`src/rtl/fclass_unpack_pkg.sv`:
```
// Shared types and constants for the FPU operand unpacker: format codes,
// per-format field widths and the buffered flag/tag entry.
package fpu_unpack_pkg;

    localparam int FLEN  = 64;
    localparam int TAG_W = 5;

    typedef enum logic [1:0] {
        FMT_S   = 2'b00,
        FMT_D   = 2'b01,
        FMT_H   = 2'b10,
        FMT_RSV = 2'b11
    } fmt_e;

    localparam int EXP_W_S  = 8;
    localparam int FRAC_W_S = 23;
    localparam int EXP_W_D  = 11;
    localparam int FRAC_W_D = 52;
    localparam int EXP_W_H  = 5;
    localparam int FRAC_W_H = 10;

    typedef struct packed {
        logic xs;
        logic xnan;
        logic xsnan;
        logic xsubnorm;
        logic xzero;
        logic xinf;
        logic xillegal;
    } flags_t;

    typedef struct packed {
        flags_t             flags;
        logic [TAG_W-1:0]   tag;
    } entry_t;

    // Common flag decode once the format-specific fields are reduced to these bits.
    function automatic flags_t classify(input logic sign, input logic exp_ones,
                                        input logic exp_zero, input logic frac_zero,
                                        input logic frac_msb);
        flags_t f;
        f          = '0;
        f.xs       = sign;
        f.xnan     = exp_ones & ~frac_zero;
        f.xsnan    = exp_ones & ~frac_zero & ~frac_msb;
        f.xinf     = exp_ones & frac_zero;
        f.xzero    = exp_zero & frac_zero;
        f.xsubnorm = exp_zero & ~frac_zero;
        return f;
    endfunction

endpackage

```
`src/rtl/fclass_unpack_if.sv`:
```
// Operand-in / flags-out handshake bundle for fclass_unpack.
interface fclass_unpack_if;
    import fpu_unpack_pkg::*;

    logic             InValid;
    logic             InReady;
    logic [FLEN-1:0]  X;
    logic [1:0]       Fmt;
    logic [TAG_W-1:0] InTag;
    logic             OutValid;
    logic             OutReady;
    logic             Xs;
    logic             XNaN;
    logic             XSNaN;
    logic             XSubnorm;
    logic             XZero;
    logic             XInf;
    logic             XIllegal;
    logic [TAG_W-1:0] OutTag;

    modport master (
        output InValid, X, Fmt, InTag, OutReady,
        input  InReady, OutValid, Xs, XNaN, XSNaN, XSubnorm, XZero, XInf, XIllegal, OutTag
    );

    modport slave (
        input  InValid, X, Fmt, InTag, OutReady,
        output InReady, OutValid, Xs, XNaN, XSNaN, XSubnorm, XZero, XInf, XIllegal, OutTag
    );

endinterface

```
`src/rtl/fclass_unpack_decode.sv`:
```
// Combinational operand classifier (funpack_decode). Define FUNPACK_NANBOX_EN
// to treat improperly NaN-boxed single/half operands as canonical quiet NaN.
module funpack_decode
    import fpu_unpack_pkg::*;
(
    input  logic [FLEN-1:0] x,
    input  logic [1:0]      fmt,
    output flags_t          flags
);

    logic s_boxed;
    logic h_boxed;

`ifdef FUNPACK_NANBOX_EN
    assign s_boxed = &x[FLEN-1:32];
    assign h_boxed = &x[FLEN-1:16];
`else
    assign s_boxed = 1'b1;
    assign h_boxed = 1'b1;
`endif

    always_comb begin
        flags = '0;
        case (fmt_e'(fmt))
            FMT_S: begin
                if (!s_boxed) begin
                    flags.xnan = 1'b1;
                end else begin
                    flags = classify(x[FRAC_W_S+EXP_W_S],
                                     &x[FRAC_W_S +: EXP_W_S], ~|x[FRAC_W_S +: EXP_W_S],
                                     ~|x[FRAC_W_S-1:0], x[FRAC_W_S-1]);
                end
            end
            FMT_D: begin
                flags = classify(x[FRAC_W_D+EXP_W_D],
                                 &x[FRAC_W_D +: EXP_W_D], ~|x[FRAC_W_D +: EXP_W_D],
                                 ~|x[FRAC_W_D-1:0], x[FRAC_W_D-1]);
            end
            FMT_H: begin
                if (!h_boxed) begin
                    flags.xnan = 1'b1;
                end else begin
                    flags = classify(x[FRAC_W_H+EXP_W_H],
                                     &x[FRAC_W_H +: EXP_W_H], ~|x[FRAC_W_H +: EXP_W_H],
                                     ~|x[FRAC_W_H-1:0], x[FRAC_W_H-1]);
                end
            end
            default: begin
                flags.xillegal = 1'b1;
            end
        endcase
    end

endmodule

```
`src/rtl/fclass_unpack.sv`:
```
// Registered operand unpacker: decode feeds a two-entry flag/tag FIFO with
// valid/ready on both sides. Optional NaN-boxing check via FUNPACK_NANBOX_EN.
module fclass_unpack
    import fpu_unpack_pkg::*;
(
    input  logic          clk,
    input  logic          reset_n,
    fclass_unpack_if.slave io
);

    flags_t     dec_flags_p0;
    entry_t     in_entry_p0;
    entry_t     head_p1;
    entry_t     tail_p1;
    logic [1:0] cnt_p1;
    logic       in_ready;
    logic       vld_p1;
    logic       push;
    logic       pop;

    funpack_decode u_decode (
        .x     (io.X),
        .fmt   (io.Fmt),
        .flags (dec_flags_p0)
    );

    assign in_entry_p0 = '{flags: dec_flags_p0, tag: io.InTag};

    // Ready looks only at the registered count, so a full buffer never
    // accepts even when the consumer pops in the same cycle.
    assign in_ready = (cnt_p1 != 2'd2);
    assign vld_p1   = (cnt_p1 != 2'd0);
    assign push     = io.InValid & in_ready;
    assign pop      = vld_p1 & io.OutReady;

    // ---- p0 -> p1: buffer write / shift ----
    always_ff @(posedge clk or negedge reset_n) begin
        if (!reset_n) begin
            cnt_p1  <= 2'd0;
            head_p1 <= '0;
            tail_p1 <= '0;
        end else begin
            case (cnt_p1)
                2'd0: begin
                    if (push) begin
                        head_p1 <= in_entry_p0;
                        cnt_p1  <= 2'd1;
                    end
                end
                2'd1: begin
                    if (push && pop) begin
                        head_p1 <= in_entry_p0;
                    end else if (push) begin
                        tail_p1 <= in_entry_p0;
                        cnt_p1  <= 2'd2;
                    end else if (pop) begin
                        cnt_p1  <= 2'd0;
                    end
                end
                default: begin
                    if (pop) begin
                        head_p1 <= tail_p1;
                        cnt_p1  <= 2'd1;
                    end
                end
            endcase
        end
    end

    assign io.InReady  = in_ready;
    assign io.OutValid = vld_p1;
    assign io.Xs       = vld_p1 & head_p1.flags.xs;
    assign io.XNaN     = vld_p1 & head_p1.flags.xnan;
    assign io.XSNaN    = vld_p1 & head_p1.flags.xsnan;
    assign io.XSubnorm = vld_p1 & head_p1.flags.xsubnorm;
    assign io.XZero    = vld_p1 & head_p1.flags.xzero;
    assign io.XInf     = vld_p1 & head_p1.flags.xinf;
    assign io.XIllegal = vld_p1 & head_p1.flags.xillegal;
    assign io.OutTag   = vld_p1 ? head_p1.tag : '0;

endmodule

```
`src/flat_wrapper.sv`:
```
// flat-port wrapper written by rule: the top's interface ports become plain ports
module fclass_unpack_flat import fpu_unpack_pkg::*;
  (clk, reset_n, io_InValid, io_X, io_Fmt, io_InTag, io_OutReady, io_InReady, io_OutValid, io_Xs, io_XNaN, io_XSNaN, io_XSubnorm, io_XZero, io_XInf, io_XIllegal, io_OutTag);
  fclass_unpack_if io_i ();
  input  logic clk;
  input  logic reset_n;
  input wire logic [$bits(io_i.InValid)-1:0] io_InValid;
  input wire logic [$bits(io_i.X)-1:0] io_X;
  input wire logic [$bits(io_i.Fmt)-1:0] io_Fmt;
  input wire logic [$bits(io_i.InTag)-1:0] io_InTag;
  input wire logic [$bits(io_i.OutReady)-1:0] io_OutReady;
  output wire logic [$bits(io_i.InReady)-1:0] io_InReady;
  output wire logic [$bits(io_i.OutValid)-1:0] io_OutValid;
  output wire logic [$bits(io_i.Xs)-1:0] io_Xs;
  output wire logic [$bits(io_i.XNaN)-1:0] io_XNaN;
  output wire logic [$bits(io_i.XSNaN)-1:0] io_XSNaN;
  output wire logic [$bits(io_i.XSubnorm)-1:0] io_XSubnorm;
  output wire logic [$bits(io_i.XZero)-1:0] io_XZero;
  output wire logic [$bits(io_i.XInf)-1:0] io_XInf;
  output wire logic [$bits(io_i.XIllegal)-1:0] io_XIllegal;
  output wire logic [$bits(io_i.OutTag)-1:0] io_OutTag;
  assign io_i.InValid = io_InValid;
  assign io_i.X = io_X;
  assign io_i.Fmt = io_Fmt;
  assign io_i.InTag = io_InTag;
  assign io_i.OutReady = io_OutReady;
  assign io_InReady = io_i.InReady;
  assign io_OutValid = io_i.OutValid;
  assign io_Xs = io_i.Xs;
  assign io_XNaN = io_i.XNaN;
  assign io_XSNaN = io_i.XSNaN;
  assign io_XSubnorm = io_i.XSubnorm;
  assign io_XZero = io_i.XZero;
  assign io_XInf = io_i.XInf;
  assign io_XIllegal = io_i.XIllegal;
  assign io_OutTag = io_i.OutTag;
  fclass_unpack u_core (.clk(clk), .reset_n(reset_n), .io(io_i));
endmodule
```
`config.mk`:
```
export PLATFORM = sky130hd
export DESIGN_NAME = fclass_unpack_flat
export DESIGN_NICKNAME = d
export VERILOG_FILES = /design/src/rtl/fclass_unpack_pkg.sv /design/src/rtl/fclass_unpack_if.sv /design/src/rtl/fclass_unpack_decode.sv /design/src/rtl/fclass_unpack.sv /design/src/flat_wrapper.sv
export SDC_FILE = /design/constraint.sdc
export NUM_CORES = 1
export LEC_CHECK = 0
export BUFFER_PORTS_ARGS = -buffer_cell sky130_fd_sc_hd__buf_4
export CORE_UTILIZATION = 35
export CTS_CLUSTER_SIZE = 25
export DETAILED_ROUTE_END_ITERATION = 8
export PLACE_DENSITY = 0.67
export SLEW_MARGIN = 20
export SYNTH_ARGS = -nofsm -noshare
export SYNTH_HDL_FRONTEND = slang
export SYNTH_HIERARCHICAL = 1
export SYNTH_SLANG_ARGS = --single-unit
```
`constraint.sdc`:
```
create_clock -name clk -period 1.55 [get_ports clk]
set_clock_uncertainty 0.15 [all_clocks]
set_input_delay 0.31 -clock clk [delete_from_list [all_inputs] [get_ports clk]]
set_output_delay 0.31 -clock clk [all_outputs]
set_load 0.05 [all_outputs]
```
# == After elaboration in Yosys (flattened, before gate mapping) ==
# Index checks and enable logic that the tools add are counted.
# W data, S select, Z words.
# totals
reg_bits,26
out_inout_bits,14
elab_cells,90
# op_classes
eq_ne,8
muxes,13
bitwise_logic,28
n_reduce_logical,24
# ops
op,count
$reduce_or A52 Y1,1
$mux W12,3
$and A1 B1 Y1,24
$pmux W12 S2,1
$reduce_or A23 Y1,1
$pmux W6 S3,1
$reduce_and A11 Y1,1
$reduce_or A11 Y1,1
$mux W2,5
$reduce_or A10 Y1,1
$reduce_and A8 Y1,1
$reduce_or A8 Y1,1
$logic_not A1 Y1,6
$reduce_and A3 Y1,2
$mux W5,1
$reduce_and A5 Y1,1
$reduce_or A5 Y1,1
$eq A2 B1 Y1 const B,2
$logic_not A2 Y1,2
$ne A2 B1 Y1 const B,2
$ne A2 B2 Y1 const B,2
$not A1 Y1,4
$pmux W2 S2,1
$reduce_and A4 Y1,1
other kinds (7),7

# == Depth between registers and ports, before layout ==
# Gate-level depths: netlist of run 1.
# logic_depth
ltp_word,6
ltp_mapped,7

# == Modules after synthesis ==
# Netlist of run 1, hierarchy kept.
# by_module_without_submodules
mod,n_inst,cells_per_inst,area_per_inst_um2,seq_area_each_um2
fclass_unpack,1,90,1353.8,650.6
funpack_decode,1,58,384.1,0.0

# == Worst setup path before layout of run 1 ==
# No wires, ideal clock.
# synth_timing
kind,input port to flip-flop
from,input io_X[5]
to,register u_core/head_p1[10] (netlist bit)
setup_ns,0.125
arrival_time_ns,2.158
required_time_ns,1.275
setup_slack_ns,-0.883
path_stages,7
path_buffers,0
cell_sequence,or4_4 nor4_4 and4_4 nand2b_2 o211ai_1 mux2_1 mux2_4
# synth_lines
element,line,rtl
from (decl),flat_wrapper.sv:8,input wire logic [$bits(io_i.X)-1:0] io_X;
to (signal assigned),fclass_unpack.sv:46,head_p1 <= in_entry_p0;
to (signal assigned),fclass_unpack.sv:52,head_p1 <= in_entry_p0;
to (signal assigned),fclass_unpack.sv:62,head_p1 <= tail_p1;
to (decl),fclass_unpack.sv:13,entry_t head_p1;

==> results.py, run 1 <==
metrics = {
    "final_layout": {
        "drive_above_1_share": 0.708,
        "fillers": 379,
        "diodes": 0,
        "utilization": 0.679,
        "area_delta_synth_final_pct": 85.7,
        "num-nets-final": 354,
    },
    "clock_tree": {
        "cts.sinks": 26,
        "numCtsBuffers": 3,
        "cts_tree": "done",
        "clkLatencyLatePin_ns": 0.27,
        "path_clk_slew_ns": 0.09,
        "clock_path_buffers": 2,
        "h-tree-depth": 1,
        "cts-root-buf": "clkbuf_8",
    },
    "yosys": {
        "synth.distinct_cells": 36,
        "syn_inst": 148,
        "synthTopCellsByArea": "dfrtp_1 37%, mux2_4 17%, mux2_1 5.8%",
        "synth_top_area_frac": 0.374,
        "syn-num-nets": 223,
        "yosysTopAreaCell": "dfrtp_1",
        "yosys_register_bits": 26,
        "avgSynthCellArea_um2": 11.7,
        "yosysSeqAreaShare": 0.374,
        "synth_area_mm2": 0.00174,
        "ys_warn_count": 6,
    },
    "global_route": {
        "grt_pass1_vias": 1786,
        "grt_max_degree": 27,
        "grt_overflow_total": 0,
        "antenna_found_initial": 0,
        "grt_use_total": 0.191,
        "grt_pass1_wl_mm": 7.81,
    },
    "route": {
        "drcViolationCount": 0,
        "wl_per_cell_um": 13.9,
        "vias": 1672,
        "drtIter0Drc": 48,
        "vias_per_cell": 4.86,
        "routed_wl_mm": 4.77,
        "antenna_left": 0,
        "drt_pass1_iterations": 4,
    },
    "critical_path": {
        "cp-start-kind": "primary input",
        "crit_family": "simple AND/OR/NAND/NOR gates",
        "cp_slowest_cell": "or4_4",
        "critical-path-max-stage-delay_ns": 0.54,
        "crit_path_end_kind": "register",
        "cpMostUsedCell": "mux2_4",
        "worst-path-buf-inv": 1,
        "cp_max_fo": 2,
        "critPathArrivalTime_ns": 2.28,
        "path_class": "in2reg",
        "cp.required_ns": 1.57,
        "cp_cell_sequence": "buf_6 > or4_4 > nor4bb_4 > and4_4 > nand2b_4 > o211ai_1 > mux2_4 > mux2_4",
    },
    "status": {
        "violations": "setup timing",
        "status": "finished with violations",
    },
    "timing": {
        "rsz0062_at_grt": "true",
        "fin_crit_sh": 1.46,
        "relSlewSlack": 0.784,
        "setup_ws_ns": -0.718,
        "hold_ws_ns": 0.121,
        "finalHoldViolations": 0,
        "fin_crit_ns": 2.27,
        "max_freq_mhz": 441,
        "setup_viol": 39,
        "tightestPinTransition_ns": 0.324,
        "drv_slew": 0,
    },
    "place": {
        "io_buffers": 88,
        "place.gp.congestion": 0.743,
        "hpwl_mm": 3.23,
        "dpl_worst_slack_ns": -1.15,
    },
    "floorplan": {
        "io_pins": 89,
        "start_util": 0.366,
        "fp.dieW_um": 72.5,
        "die_area_mm2": 0.00525,
        "coreArea_mm2": 0.00475,
        "die_h_um": 72.5,
        "rows": 25,
    },
    "pwr": {
        "p_leak_nw": 1.55,
        "p_per_area_mw_per_mm2": 855,
        "ir_worst_vdd_uv": 395,
        "fin_total_pwr_w": 0.00276,
    },
    "run": {
        "cap_violations": 0,
    },
    "min_path": {
        "min_path_type": "in2reg",
    },
}
[state kept, by name (all words and copies together) (netlist names)]
signal          flops
u_core/head_p1     12
u_core/tail_p1     12
u_core/cnt_p1       2
[final cells by class]
| cell class | instances | area, um^2 | share of cell area |
|---|---|---|---|
| Sequential cell | 26 | 652 | 0.202 |
| Tap cell | 67 | 83.8 | 0.0260 |
| Multi-Input combinational cell | 114 | 1200 | 0.372 |
| Clock buffer | 3 | 41.3 | 0.0128 |
| Timing Repair Buffer | 131 | 1230 | 0.383 |
| Inverter | 3 | 13.8 | 0.00427 |
[cells by family (layout without fill, tap and decap cells)]
logic type | Yosys count | count (layout) | share of synthesized area
flops | 26 | 26 | 0.374
compound gates | 9 | 9 | 0.0475
mux | 39 | 39 | 0.295
buf+inv | 8 | 137 | 0.0353
simple gates | 66 | 66 | 0.248
[through the flow]
| stage | cell area [um^2] | setup TNS [ns] | instances |
|---|---|---|---|
| final | 3230 | -10.73 | 344 |
| after global routing | 3230 | -12.71 | 344 |
| after floorplan | 1820 | -6.09 | 148 |
| after detailed placement | 2720 | -8.90 | 320 |
| after CTS | 3160 | -8.87 | 340 |
| after global placement | 2720 | -8.53 | 320 |
[repair_timing]
action | 4_1_cts | 5_1_grt
endpoints found under the setup margin | 38 | 39
gates cloned | 4 | 0
resized for setup | 52 | 20
pin swaps | 10 | 8
hold endpoints to repair | 26 | 0
setup buffers | 12 | 7
hold buffers | 1 | 0
[cell usage after synthesis, drive strengths merged]
library cell and number:
o221ai 2, nand2 7, nand4 4, and2 1, nor2 8, nor3 5, mux2i 1, o211ai 1
and2b 1, a221o 2, inv 3, mux2 38, a21oi 1, nor2b 12, o22ai 1, nor4bb 1
or4 6, buf 5, nand3 3, o22a 1, nor4 10, o21ai 1, nand2b 5, and4 3
dfrtp 26
[placed cells by master, fill, tap and decap left out, types with 4 or more instances in the layout]
| cell | count |
|---|---|
| buf_4 | 90 |
| nand2_1 | 5 |
| buf_8 | 4 |
| mux2_2 | 4 |
| dfrtp_1 | 25 |
| nor4_1 | 9 |
| nor3_1 | 4 |
| mux2_1 | 5 |
| mux2_4 | 29 |
| nor2b_4 | 11 |
| nand4_1 | 4 |
| nor2_1 | 6 |
| buf_6 | 29 |
| buf_12 | 4 |
[power by group]
| part | internal [W] | switching (W) | total, W |
|---|---|---|---|
| combinational | 0.000858 | 0.000619 | 0.00148 |
| sequential | 0.000817 | 0.0000845 | 0.000901 |
| clock | 0.000174 | 0.000208 | 0.000382 |
| total | 0.00185 | 0.000912 | 0.00276 |
[final timing paths]
path	from	endpoint	slack, ns	cells past startpoint
max	io_X[27]	u_core/head_p1[10]	-0.72	8
max in group asynchronous	reset_n	u_core/cnt_p1[1]	0.65	2
min in group asynchronous	reset_n	u_core/head_p1[4]	0.34	2
min reg2reg	u_core/head_p1[0]	u_core/head_p1[0]	0.37	1
max reg2reg	u_core/cnt_p1[1]	u_core/tail_p1[7]	-0.17	6
min	io_OutReady	u_core/cnt_p1[1]	0.12	2
[routing by layer]
metal / global-route usage / up-vias / share of wire / routed length [um]
met2: 0.355 / 69 / 0.52 / 2480
li1: - / 818 / - / -
met5: 0 / - / 0 / 0
met3: 0.0208 / 5 / 0.049 / 232
met4: 0.0523 / 0 / 0.011 / 53
met1: 0.232 / 780 / 0.42 / 2000
No activity file was read; power rests on OpenSTA's default activity.
==> run 2, diff against run 1 <==
--- a/config.mk
+++ b/config.mk
@@ -7,6 +7,7 @@
 export LEC_CHECK = 0
 export BUFFER_PORTS_ARGS = -buffer_cell sky130_fd_sc_hd__buf_4
 export CORE_UTILIZATION = 35
+export CTS_BUF_LIST = sky130_fd_sc_hd__clkbuf_16
 export CTS_CLUSTER_SIZE = 25
 export DETAILED_ROUTE_END_ITERATION = 8
 export PLACE_DENSITY = 0.67
==> results.py, run 2 (synthesized netlist as in run 1, its figures left out) <==
metrics = {
    "critical_path": {
        "cp_max_fo": 2,
        "cp.required_ns": 1.54,
        "regToRegSetupSlack_ns": -0.12,
        "path_class": "in2reg",
        "critPathArrivalTime_ns": 2.27,
        "crit_path_end_kind": "register",
        "cp-start-kind": "primary input",
    },
    "route": {
        "wl_per_cell_um": 13.5,
        "antenna_left": 0,
        "drtIter0Drc": 74,
        "drt_pass1_iterations": 4,
        "drcViolationCount": 0,
        "vias": 1655,
        "routed_wl_mm": 4.62,
        "vias_per_cell": 4.84,
    },
    "global_route": {
        "grt_max_degree": 27,
        "grt_use_total": 0.186,
        "grt_pass1_vias": 1767,
        "grt_overflow_total": 0,
        "grt_pass1_wl_mm": 7.65,
        "antenna_found_initial": 0,
    },
    "clock_tree": {
        "cts.sinks": 26,
        "clock_path_buffers": 2,
        "numCtsBuffers": 3,
        "h-tree-depth": 1,
        "cts_tree": "done",
        "cts-root-buf": "clkbuf_16",
        "path_clk_slew_ns": 0.06,
        "clkLatencyLatePin_ns": 0.25,
    },
    "floorplan": {
        "start_util": 0.366,
        "rows": 25,
        "die_area_mm2": 0.00525,
        "io_pins": 89,
        "die_h_um": 72.5,
        "coreArea_mm2": 0.00475,
        "fp.dieW_um": 72.5,
    },
    "final_layout": {
        "utilization": 0.675,
        "layout_common_cells": "94 x buf_4, 29 x mux2_4, 26 x dfrtp_1, 24 x buf_6, 11 x nor2b_4",
        "fillers": 385,
        "largestRegisters": "u_core/head_p1: 12 flops, u_core/tail_p1: 12 flops, u_core/cnt_p1: 2 flops",
        "area_delta_synth_final_pct": 84.6,
        "drive_above_1_share": 0.702,
        "diodes": 0,
        "final_common_cell": "buf_4",
        "num-nets-final": 352,
    },
    "timing": {
        "setup_ws_ns": -0.729,
        "relSlewSlack": 0.779,
        "tightestPinTransition_ns": 0.332,
        "finalHoldViolations": 0,
        "max_freq_mhz": 439,
        "setup_viol": 38,
        "fin_crit_sh": 1.47,
        "rsz0062_at_grt": "true",
        "fin_crit_ns": 2.28,
        "drv_slew": 0,
    },
    "place": {
        "io_buffers": 88,
        "dpl_worst_slack_ns": -1.15,
        "hpwl_mm": 3.23,
        "place.gp.congestion": 0.743,
    },
    "status": {
        "status": "finished with violations",
        "violations": "setup timing",
    },
    "min_path": {
        "min_path_type": "in2reg",
    },
    "pwr": {
        "p_per_area_mw_per_mm2": 900,
        "ir_worst_vdd_uv": 441,
        "p_leak_nw": 1.55,
    },
    "run": {
        "cap_violations": 0,
    },
}
==> run 2: changes by cell type in the layout (fill, tap and decap cells not counted) <==
cell	previous run	this run
dfrtp_2	1	0
inv_1	1	2
inv_2	1	0
clkbuf_8	3	0
nor2_2	1	2
buf_6	29	24
clkbuf_16	0	3
nor2_1	6	5
buf_16	3	2
buf_4	90	94
dfrtp_1	25	26
==> run 2: layer usage <==
metal | global-route usage | share of wire | vias to the layer above
met5 | 0 | 0 | -
met4 | 0.0392 | 0.0058 | 0
met3 | 0.0208 | 0.051 | 4
met2 | 0.360 | 0.54 | 68
met1 | 0.219 | 0.40 | 763
li1 | - | - | 820
==> run 2: layout make-up <==
type | count | area [um^2] | share of cell area
well taps | 67 | 83.8 | 0.0261
inverters | 3 | 13.8 | 0.00429
repair buffers | 129 | 1180 | 0.368
clock buffers | 3 | 75.1 | 0.0234
multi-input cells | 114 | 1200 | 0.375
flip-flops and latches | 26 | 651 | 0.203
==> run 2: where the power goes <==
group / switching [W] / internal, W / leakage, nW
Sequential: 0.0000814 / 0.000818 / 0.333
Combinational: 0.000605 / 0.000835 / 1.18
Clock: 0.000206 / 0.000341 / 0.0370
Total: 0.000892 / 0.00199 / 1.55
==> run 2: critical path: stages <==
cell	delay (ns)
buf_6	0.09
or4_4	0.54
nor4bb_4	0.29
and4_4	0.25
buf_4	0.11
o221ai_2	0.11
mux2_2	0.28
mux2_4	0.27
==> run 2: final timing paths <==
path                                   start           endpoint  cells after the start
max                                 io_X[27]  u_core/head_p1[8]                      8
min                              io_OutReady   u_core/cnt_p1[1]                      2
max reg2reg                 u_core/cnt_p1[0]  u_core/tail_p1[6]                      7
min reg2reg                u_core/tail_p1[4]  u_core/tail_p1[4]                      1
max in group asynchronous            reset_n  u_core/head_p1[9]                      2
min in group asynchronous            reset_n  u_core/head_p1[0]                      2
==> run 2: repair_timing <==
action                     4_1_cts  5_1_grt
hold endpoints to repair        26        0
gates cloned                     3        0
hold buffers                     1        0
buffers inserted                12        6
setup endpoints to repair       38       39
pin swaps                        6        4
gates resized for setup         40       25
==> run 2: stage by stage <==
| step | setup TNS [ns] | std cells | total power (W) | hold slack (ns) | instance area, um^2 |
|---|---|---|---|---|---|
| final | -9.98 | 342 | 0.00289 | 0.136 | 3210 |
| after global routing | -11.94 | 342 | 0.00303 | 0.143 | 3210 |
| after CTS | -9.37 | 339 | 0.00285 | 0.131 | 3130 |
| after detailed placement | -8.90 | 320 | 0.00205 | 0.0839 | 2720 |
| after global placement | -8.53 | 320 | 0.00203 | 0.0864 | 2720 |
| after floorplan | -6.09 | 148 | 0.00164 | -0.136 | 1820 |
